### src/rtl/seq_detector_param.sv
// Parameterised serial sequence detector: N-bit history window, Moore match flag,
// optional overlapping matches and a saturating match counter with its own clear.
module seq_detector_param #(
    parameter int             N       = 4,
    parameter logic [N-1:0]   PATTERN = 4'b1011,
    parameter int             OVERLAP = 1,
    parameter int             CNT_W   = 8
) (
    input  logic             clk,
    input  logic             rst,
    input  logic             en,
    input  logic             w,
    input  logic             clr,
    output logic             z,
    output logic [CNT_W-1:0] count
);

    localparam int               FW      = $clog2(N + 1);
    localparam logic [FW-1:0]    F_FULL  = FW'(N);
    localparam logic [FW-1:0]    F_ONE   = FW'(1);
    localparam logic [CNT_W-1:0] CNT_MAX = {CNT_W{1'b1}};
    localparam logic [CNT_W-1:0] CNT_ONE = CNT_W'(1);

    logic [N-1:0]     h_r;
    logic [FW-1:0]    f_r;
    logic             z_r;
    logic [CNT_W-1:0] count_r;

    logic [N-1:0]     h_s;
    logic [FW-1:0]    f_s;
    logic             z_s;
    logic             match_s;
    logic [CNT_W-1:0] count_s;

    // Next history, fill level and match flag for the coming edge.
    always_comb begin
        h_s = h_r;
        f_s = f_r;
        if (en) begin
            h_s = {h_r[N-2:0], w};
            // Without overlap the bit sampled while z is high opens a new window.
            if ((OVERLAP == 0) && z_r) begin
                f_s = F_ONE;
            end else if (f_r == F_FULL) begin
                f_s = F_FULL;
            end else begin
                f_s = f_r + F_ONE;
            end
        end else begin
            h_s = h_r;
            f_s = f_r;
        end
        z_s     = (f_s == F_FULL) && (h_s == PATTERN);
        match_s = en && z_s;
    end

    // Next counter value: clear wins over a saturating increment.
    always_comb begin
        count_s = count_r;
        if (clr) begin
            count_s = {CNT_W{1'b0}};
        end else if (match_s && (count_r != CNT_MAX)) begin
            count_s = count_r + CNT_ONE;
        end else begin
            count_s = count_r;
        end
    end

    // Detector state registers with synchronous active-low reset.
    always_ff @(posedge clk) begin
        if (!rst) begin
            h_r <= {N{1'b0}};
            f_r <= {FW{1'b0}};
            z_r <= 1'b0;
        end else begin
            h_r <= h_s;
            f_r <= f_s;
            z_r <= z_s;
        end
    end

    // Match counter register.
    always_ff @(posedge clk) begin
        if (!rst) begin
            count_r <= {CNT_W{1'b0}};
        end else begin
            count_r <= count_s;
        end
    end

    assign z     = z_r;
    assign count = count_r;

endmodule

### config.mk
export PLATFORM = sky130hd
export DESIGN_NAME = seq_detector_param
export DESIGN_NICKNAME = d
export VERILOG_FILES = /design/src/rtl/seq_detector_param.sv
export SDC_FILE = /design/constraint.sdc
export NUM_CORES = 1
export LEC_CHECK = 0
export ABC_AREA = 1
export CORE_UTILIZATION = 57
export DETAILED_ROUTE_END_ITERATION = 8
export HOLD_SLACK_MARGIN = 0.1
export PLACE_DENSITY = 0.83
export SETUP_SLACK_MARGIN = 0.4
export SKIP_CTS_REPAIR_TIMING = 1
export SLEW_MARGIN = 15
export SYNTH_ARGS = -nofsm -noshare
export SYNTH_HDL_FRONTEND = slang
export SYNTH_SLANG_ARGS = --single-unit
export TNS_END_PERCENT = 50
### constraint.sdc
create_clock -name clk -period 2.8 [get_ports clk]
set_input_delay 0.84 -clock clk [delete_from_list [all_inputs] [get_ports clk]]
set_output_delay 0.84 -clock clk [all_outputs]
set_load 0.05 [all_outputs]
==> results.cfg <==
[outcome]
status = finished clean

[sta]
fin_skew_ps = 3.744
rsz0062_at_grt = yes
setup_slack_ps = 430.8
fin_setup_tns_ps = 0
post-route-period-util = 0.8461
fmax_ghz = 0.4221
tightestPinTransition_ps = 540.1
maxSlewHeadroom = 0.6386
hold_viol = 0
min_period_ps = 2369
final-setup-viol-count = 0
slew_viol_final = 0

[drt]
drtPass1Iterations = 6
drt-initial-drc-count = 56
wl_per_cell_um = 11.95
drcViolationCount = 0
drtAntennaViolNets = 0
routed_wl_mm = 2.163
via_count = 972
viasPerCell = 5.370

[clock_tree]
cts_buffers = 3
clock_path_buffers = 2
cts_root_buf = clkbuf_4
htreeDepth = 1
cts_tree = yes
cts.sinks = 16
clk_latency_ps = 300
clkTransAtPathRegs_ps = 100

[worst_setup_path]
crit_path_cell_trace = clkdlybuf4s50_1
ff2ff_path_depth = 11
cpPeakStageDelay_ps = 830
cp_max_fo = 5
cp-end-kind = primary output
crit_buf_inv = 1
crit_path_top_delay_cell = clkdlybuf4s50_1
r2r-start = f_r[0]$_SDFF_PN0_
crit_arrival_ps = 1530
critPathKind = reg -> out
crit_family = buffers and inverters
cp.required_ps = 1960
crit_path_start_kind = flip-flop
crit_start = count[4]$_SDFFE_PP0P_
path_depth = 1

[global_routing]
grt.overflow.total = 0
antenna_found_initial = 0
grt_max_degree = 19
grt_use_total = 0.2659
grt_pass1_wl_mm = 3.829
grt_pass1_vias = 921

[run]
cap_violations = 0

[power]
irDropWorstVdd_mv = 0.3300
leakage_nw = 0.6057
p_per_area_nw_per_um2 = 381.7

[synthesis]
syn_inst = 148
synth_top_family_by_area = simple AND/OR/NAND/NOR gates
synth_edf_count = 0
postSynthRegisterBits = 16
ys_warn_count = 0
syn_area_um2 = 1001
synth_compound_area_frac = 0.03500
muxShareOfSynthArea = 0
yosys.area_share.xor_xnor = 0.008750
syn_avg_cell_area_um2 = 6.763
synth_top_cell_by_area = dfxtp_1
synth-simple-area-share = 0.4663
async_reset_ff_frac = 0
synth_cell_types = 25
ys_top_cells_by_area = dfxtp_1 32%, nand2_1 14%, inv_1 11%, nor2_1 9.4%, nand3_2 4.0%
synth_fa_ha_area_frac = 0.03750
yosysTopAreaCellShare = 0.3200
syn_nets = 156
synth-seq-area-share = 0.3200
synth_ff_type = dfxtp_1

[final_layout]
syn_to_final_growth_pct = 19.00
nets = 174
final_layout_size_suffix_gt1_frac = 0.1636
finish.instance_area_um2 = 1191
layout_common_cells = 38 x nand2_1, 28 x inv_1, 25 x nor2_1, 16 x dfxtp_1, 11 x clkdlybuf4s50_1
n_antenna_cell = 0
mostFrequentLayoutCell = nand2_1

[placement]
place_area_um2 = 1150
gp_congestion = 0.8795
dp_hpwl_mm = 1.600
place_ws_ps = 232.5
port_buffers = 13

[die]
start_util = 0.6349
io_pins = 14
dieArea_um2 = 1928
core_um2 = 1577
rows = 14
fp.dieW_um = 43.91
die_h_um = 43.91

[hold_path]
hold_depth = 2
hold_path_startpoint = h_r[1]$_SDFF_PN0_
min_path_type = reg -> reg
where the power goes:
group | internal (W) | leakage (nW) | total [W] | switching, W
logic | 0.0000221 | 0.455 | 0.0000619 | 0.0000398
registers | 0.000233 | 0.130 | 0.000236 | 0.00000287
clock network | 0.0000794 | 0.0210 | 0.000157 | 0.0000774
registers in the layout (all words and copies together), names as in the netlist:
register,flops
count,8
h_r,4
f_r,3
z,1
worst paths after layout:
path              slack [ps]               endpoint
hold / removal           500      h_r[2]$_SDFF_PN0_
setup / recovery         430               count[4]
hold reg to reg          500      h_r[2]$_SDFF_PN0_
setup reg to reg        1080  count[6]$_SDFFE_PP0P_
Yosys cell counts, types with 2 or more instances:
cell type  number
inv_2           2
nor3_1          3
nor2_2          2
nor2_4          2
nand4_1         6
dfxtp_1        16
nand2_1        38
nand2_2         5
inv_1          28
nor2_1         25
nand3_2         4
nand3_1         2
ha_1            3
cells by family (layout without fill, tap and decap cells):
group,Yosys count,after routing
compound gates,4,4
flops,16,16
xor+xnor,1,1
buf+inv,33,50
simple gates,91,91
fa+ha+maj,3,3
stage by stage:
step | std cells | power [W] | hold slack, ps | utilization
after floorplan | 148 | 0.0002870 | 464.0 | -
after global placement | 177 | 0.0002996 | 483.6 | 0.7294
after detailed placement | 177 | 0.0003022 | 484.6 | 0.7294
after CTS | 181 | 0.0004550 | 498.7 | 0.7524
after global routing | 181 | 0.0004764 | 523.9 | 0.7556
final | 181 | 0.0004546 | 497.5 | 0.7556
final cells by class:
class | instances | area [µm²]
clock buffer | 4 | 36.28
fill | 131 | 385.4
inverter | 31 | 116.4
multi-input combinational | 99 | 548.0
sequential | 16 | 320.3
tap | 16 | 20.02
timing repair buffer | 15 | 150.1
metal layers:
| metal | global-route usage | wire, µm | vias up |
|---|---|---|---|
| li1 | - | - | 477 |
| met1 | 0.3350 | 945 | 436 |
| met2 | 0.4358 | 990 | 44 |
| met3 | 0.04583 | 144 | 15 |
| met4 | 0.1333 | 82 | 0 |
| met5 | 0 | 0 | - |
(Power assumes the default switching activity.)
==> edit: new RTL, config.mk and constraints unchanged <==
Register the inputs `en`, `w` and `clr` before use, cleared by the reset. The logic sees them one clock later.
--- a/src/rtl/seq_detector_param.sv
+++ b/src/rtl/seq_detector_param.sv
@@ -21,6 +21,22 @@
     localparam logic [CNT_W-1:0] CNT_MAX = {CNT_W{1'b1}};
     localparam logic [CNT_W-1:0] CNT_ONE = CNT_W'(1);
 
+    logic en_q;
+    logic w_q;
+    logic clr_q;
+
+    always_ff @(posedge clk) begin
+        if (!rst) begin
+            en_q  <= '0;
+            w_q   <= '0;
+            clr_q <= '0;
+        end else begin
+            en_q  <= en;
+            w_q   <= w;
+            clr_q <= clr;
+        end
+    end
+
     logic [N-1:0]     h_r;
     logic [FW-1:0]    f_r;
     logic             z_r;
@@ -36,8 +52,8 @@
     always_comb begin
         h_s = h_r;
         f_s = f_r;
-        if (en) begin
-            h_s = {h_r[N-2:0], w};
+        if (en_q) begin
+            h_s = {h_r[N-2:0], w_q};
             // Without overlap the bit sampled while z is high opens a new window.
             if ((OVERLAP == 0) && z_r) begin
                 f_s = F_ONE;
@@ -51,13 +67,13 @@
             f_s = f_r;
         end
         z_s     = (f_s == F_FULL) && (h_s == PATTERN);
-        match_s = en && z_s;
+        match_s = en_q && z_s;
     end
 
     // Next counter value: clear wins over a saturating increment.
     always_comb begin
         count_s = count_r;
-        if (clr) begin
+        if (clr_q) begin
             count_s = {CNT_W{1'b0}};
         end else if (match_s && (count_r != CNT_MAX)) begin
             count_s = count_r + CNT_ONE;
Behaviour: not the same (a bounded check fails within 10 cycles, from zero or initial values and one cycle with rst low).
==> edit against the original RTL <==
Critical path depth unchanged. Power up 4.4%. Non-clock buffer count down 1. Sequential cell count up 3. Wire length down 15%. Critical path type unchanged. Global-route usage down 6.8 points. Area after synthesis up 9.4%. Via count down 2.9%. Worst setup slack better by 0.0040 ns. Critical endpoint is now count[2]. Design area up 7.2%.
==> edit: results (changes against the original RTL) <==
crit-path max cell delay: 0.82 ns
wl on met1: 864 µm (-8.6%)
post-synthesis sequential area ratio: 34.7% (+2.7 points)
distinct cell type count after synthesis: 25 (unchanged)
drt wl/cell: 9.34 µm (-22%)
DR iter-0 viols: 24 (-57%)
Yosys Warn Count: 0 (unchanged)
reg-to-reg endpoint: count[0]
delay-heaviest family, CP: buffers and inverters
wire length of the first global-routing pass: 3.02 mm (-21%)
pin count of the biggest net entering global routing: 22 (+3)
Reg2Reg Setup Slack: 1.13 ns (+0.05 ns)
Finished Layout Cells: 197 (+8.8%)
Critical Path Fanout Max: 4 (-1)
metal3 WL: 63 µm (-56%)
CTS buffer count: 3 (unchanged)
worst slack, placed: 0.466 ns (+0.234 ns)
vias in the first global route: 793 (-14%)
ant diodes: 0 (unchanged)
asr flop ratio synth: 0% (unchanged)
Final Wtd Congestion: 0.756 (-14%)
Min Hold Slack: 0.494 ns (-0.00398 ns)
Area contributors post-synth: dfxtp_1 35%, nand2_1 13%, inv_1 10%
min-delay src: h_r[1]
Post-synth top flop: dfxtp_1
Hold WC Path Type: reg2reg
top sig layer: met4
Net Sw Frac: 26.3% (-0.11 points)
met2 wire len: 884 µm (-11%)
Worst-Margin Slew: 0.500 ns (-0.0403 ns)
RR Startpoint: en_q
Leak Pwr: 0.000651 µW (+7.4%)
synth cell count leaders: 39 x nand2_1, 30 x inv_1, 27 x nor2_1
CTS Root Cell: clkbuf_4
Setup TNS: 0 ns (unchanged)
Slowest cell on crit path: clkdlybuf4s50_1
Clock Skews: 0.00101 ns (-0.00274 ns)
Data arrival, critical path: 1.53 ns (about the same)
Port Buffers: 13 (unchanged)
fraction of layout cells with a size suffix above 1: 15.1% (-1.2 points)
DRT Pass-1 Iters: 4 (-2)
post-DP HPWL: 1.38 mm (-14%)
hold path endpoint: h_r[2]
post-place instance area: 1250 µm² (+8.5%)
reg2reg path depth: 11 (unchanged)
Hold Path Depth: 2 (unchanged)
cell total after placement: 193 (+9.0%)
Syn Inst Count: 156 (+5.4%)
status: finished, final reports clean
GRT Util Overall: 19.8% (-6.8 points)
Reg clk slew, reported paths: 0.11 ns
max reg flops: 8 (unchanged)
Max VDD drop: 308 µV (-6.6%)
htree depth: 1 (unchanged)
Vias/cell: 4.79 (-11%)
Longest Clk Path Bufs: 2 (unchanged)
nets@finish: 181 (+4.0%)
final hold viol count: 0 (unchanged)
## edit: worst register-to-register path, stage by stage, from the launching register on
cell	delay [ns]
dfxtp_1	0.32
buf_4	0.25
inv_1	0.17
nand2_1	0.10
nand2_2	0.07
nor2_4	0.12
nand2_4	0.09
nor2_4	0.08
nand4_2	0.14
nand2_1	0.11
nand2_1	0.05
nor2_1	0.10
## edit: final cells by class
cell class	count	area, µm²
fill	144	487
inverter	33	124
clock inverter	1	5.00
sequential	19	380
timing repair buffer	14	140
clock buffer	3	22.5
tap	25	31.3
multi-input combinational	102	574
## edit: metal layers
metal  track usage (%)  vias to the layer above
met5                 0                        -
met1              24.4                      419
li1                  -                      502
met4              8.82                        0
met3              2.38                        4
met2              34.3                       19
## edit: kinds of logic after synthesis
kind of cell / after synthesis / synth area share [%]
AO/OA/AOI/OAI: 5 / 4.34
XOR/XNOR: 2 / 1.60
adder cells (fa/ha/maj): 3 / 3.43
buffers and inverters: 35 / 12.8
flip-flops: 19 / 34.7
AND/OR/NAND/NOR: 92 / 43.1
## edit: how the worst max path moves through the flow
stage,to,slack (ns),cells after the start,start
floorplan,count[5],1.02,10,count[1]
detailed placement,count[3],0.47,5,rst
CTS,count[4],0.38,1,count[4]
global placement,count[0],0.48,5,rst
finish,count[2],0.43,1,count[2]
global route,count[5],0.39,1,count[5]
## edit: power groups by stage
stage / Combinational, µW / Sequential, µW / Clock (µW)
5_1_grt: 61.4 / 281 / 150
6_report: 54.3 / 280 / 141
3_3_place_gp: 52.6 / 286 / 0
3_5_place_dp: 54.3 / 286 / 0
4_1_cts: 54.9 / 280 / 140
2_1_floorplan: 42.2 / 286 / 0
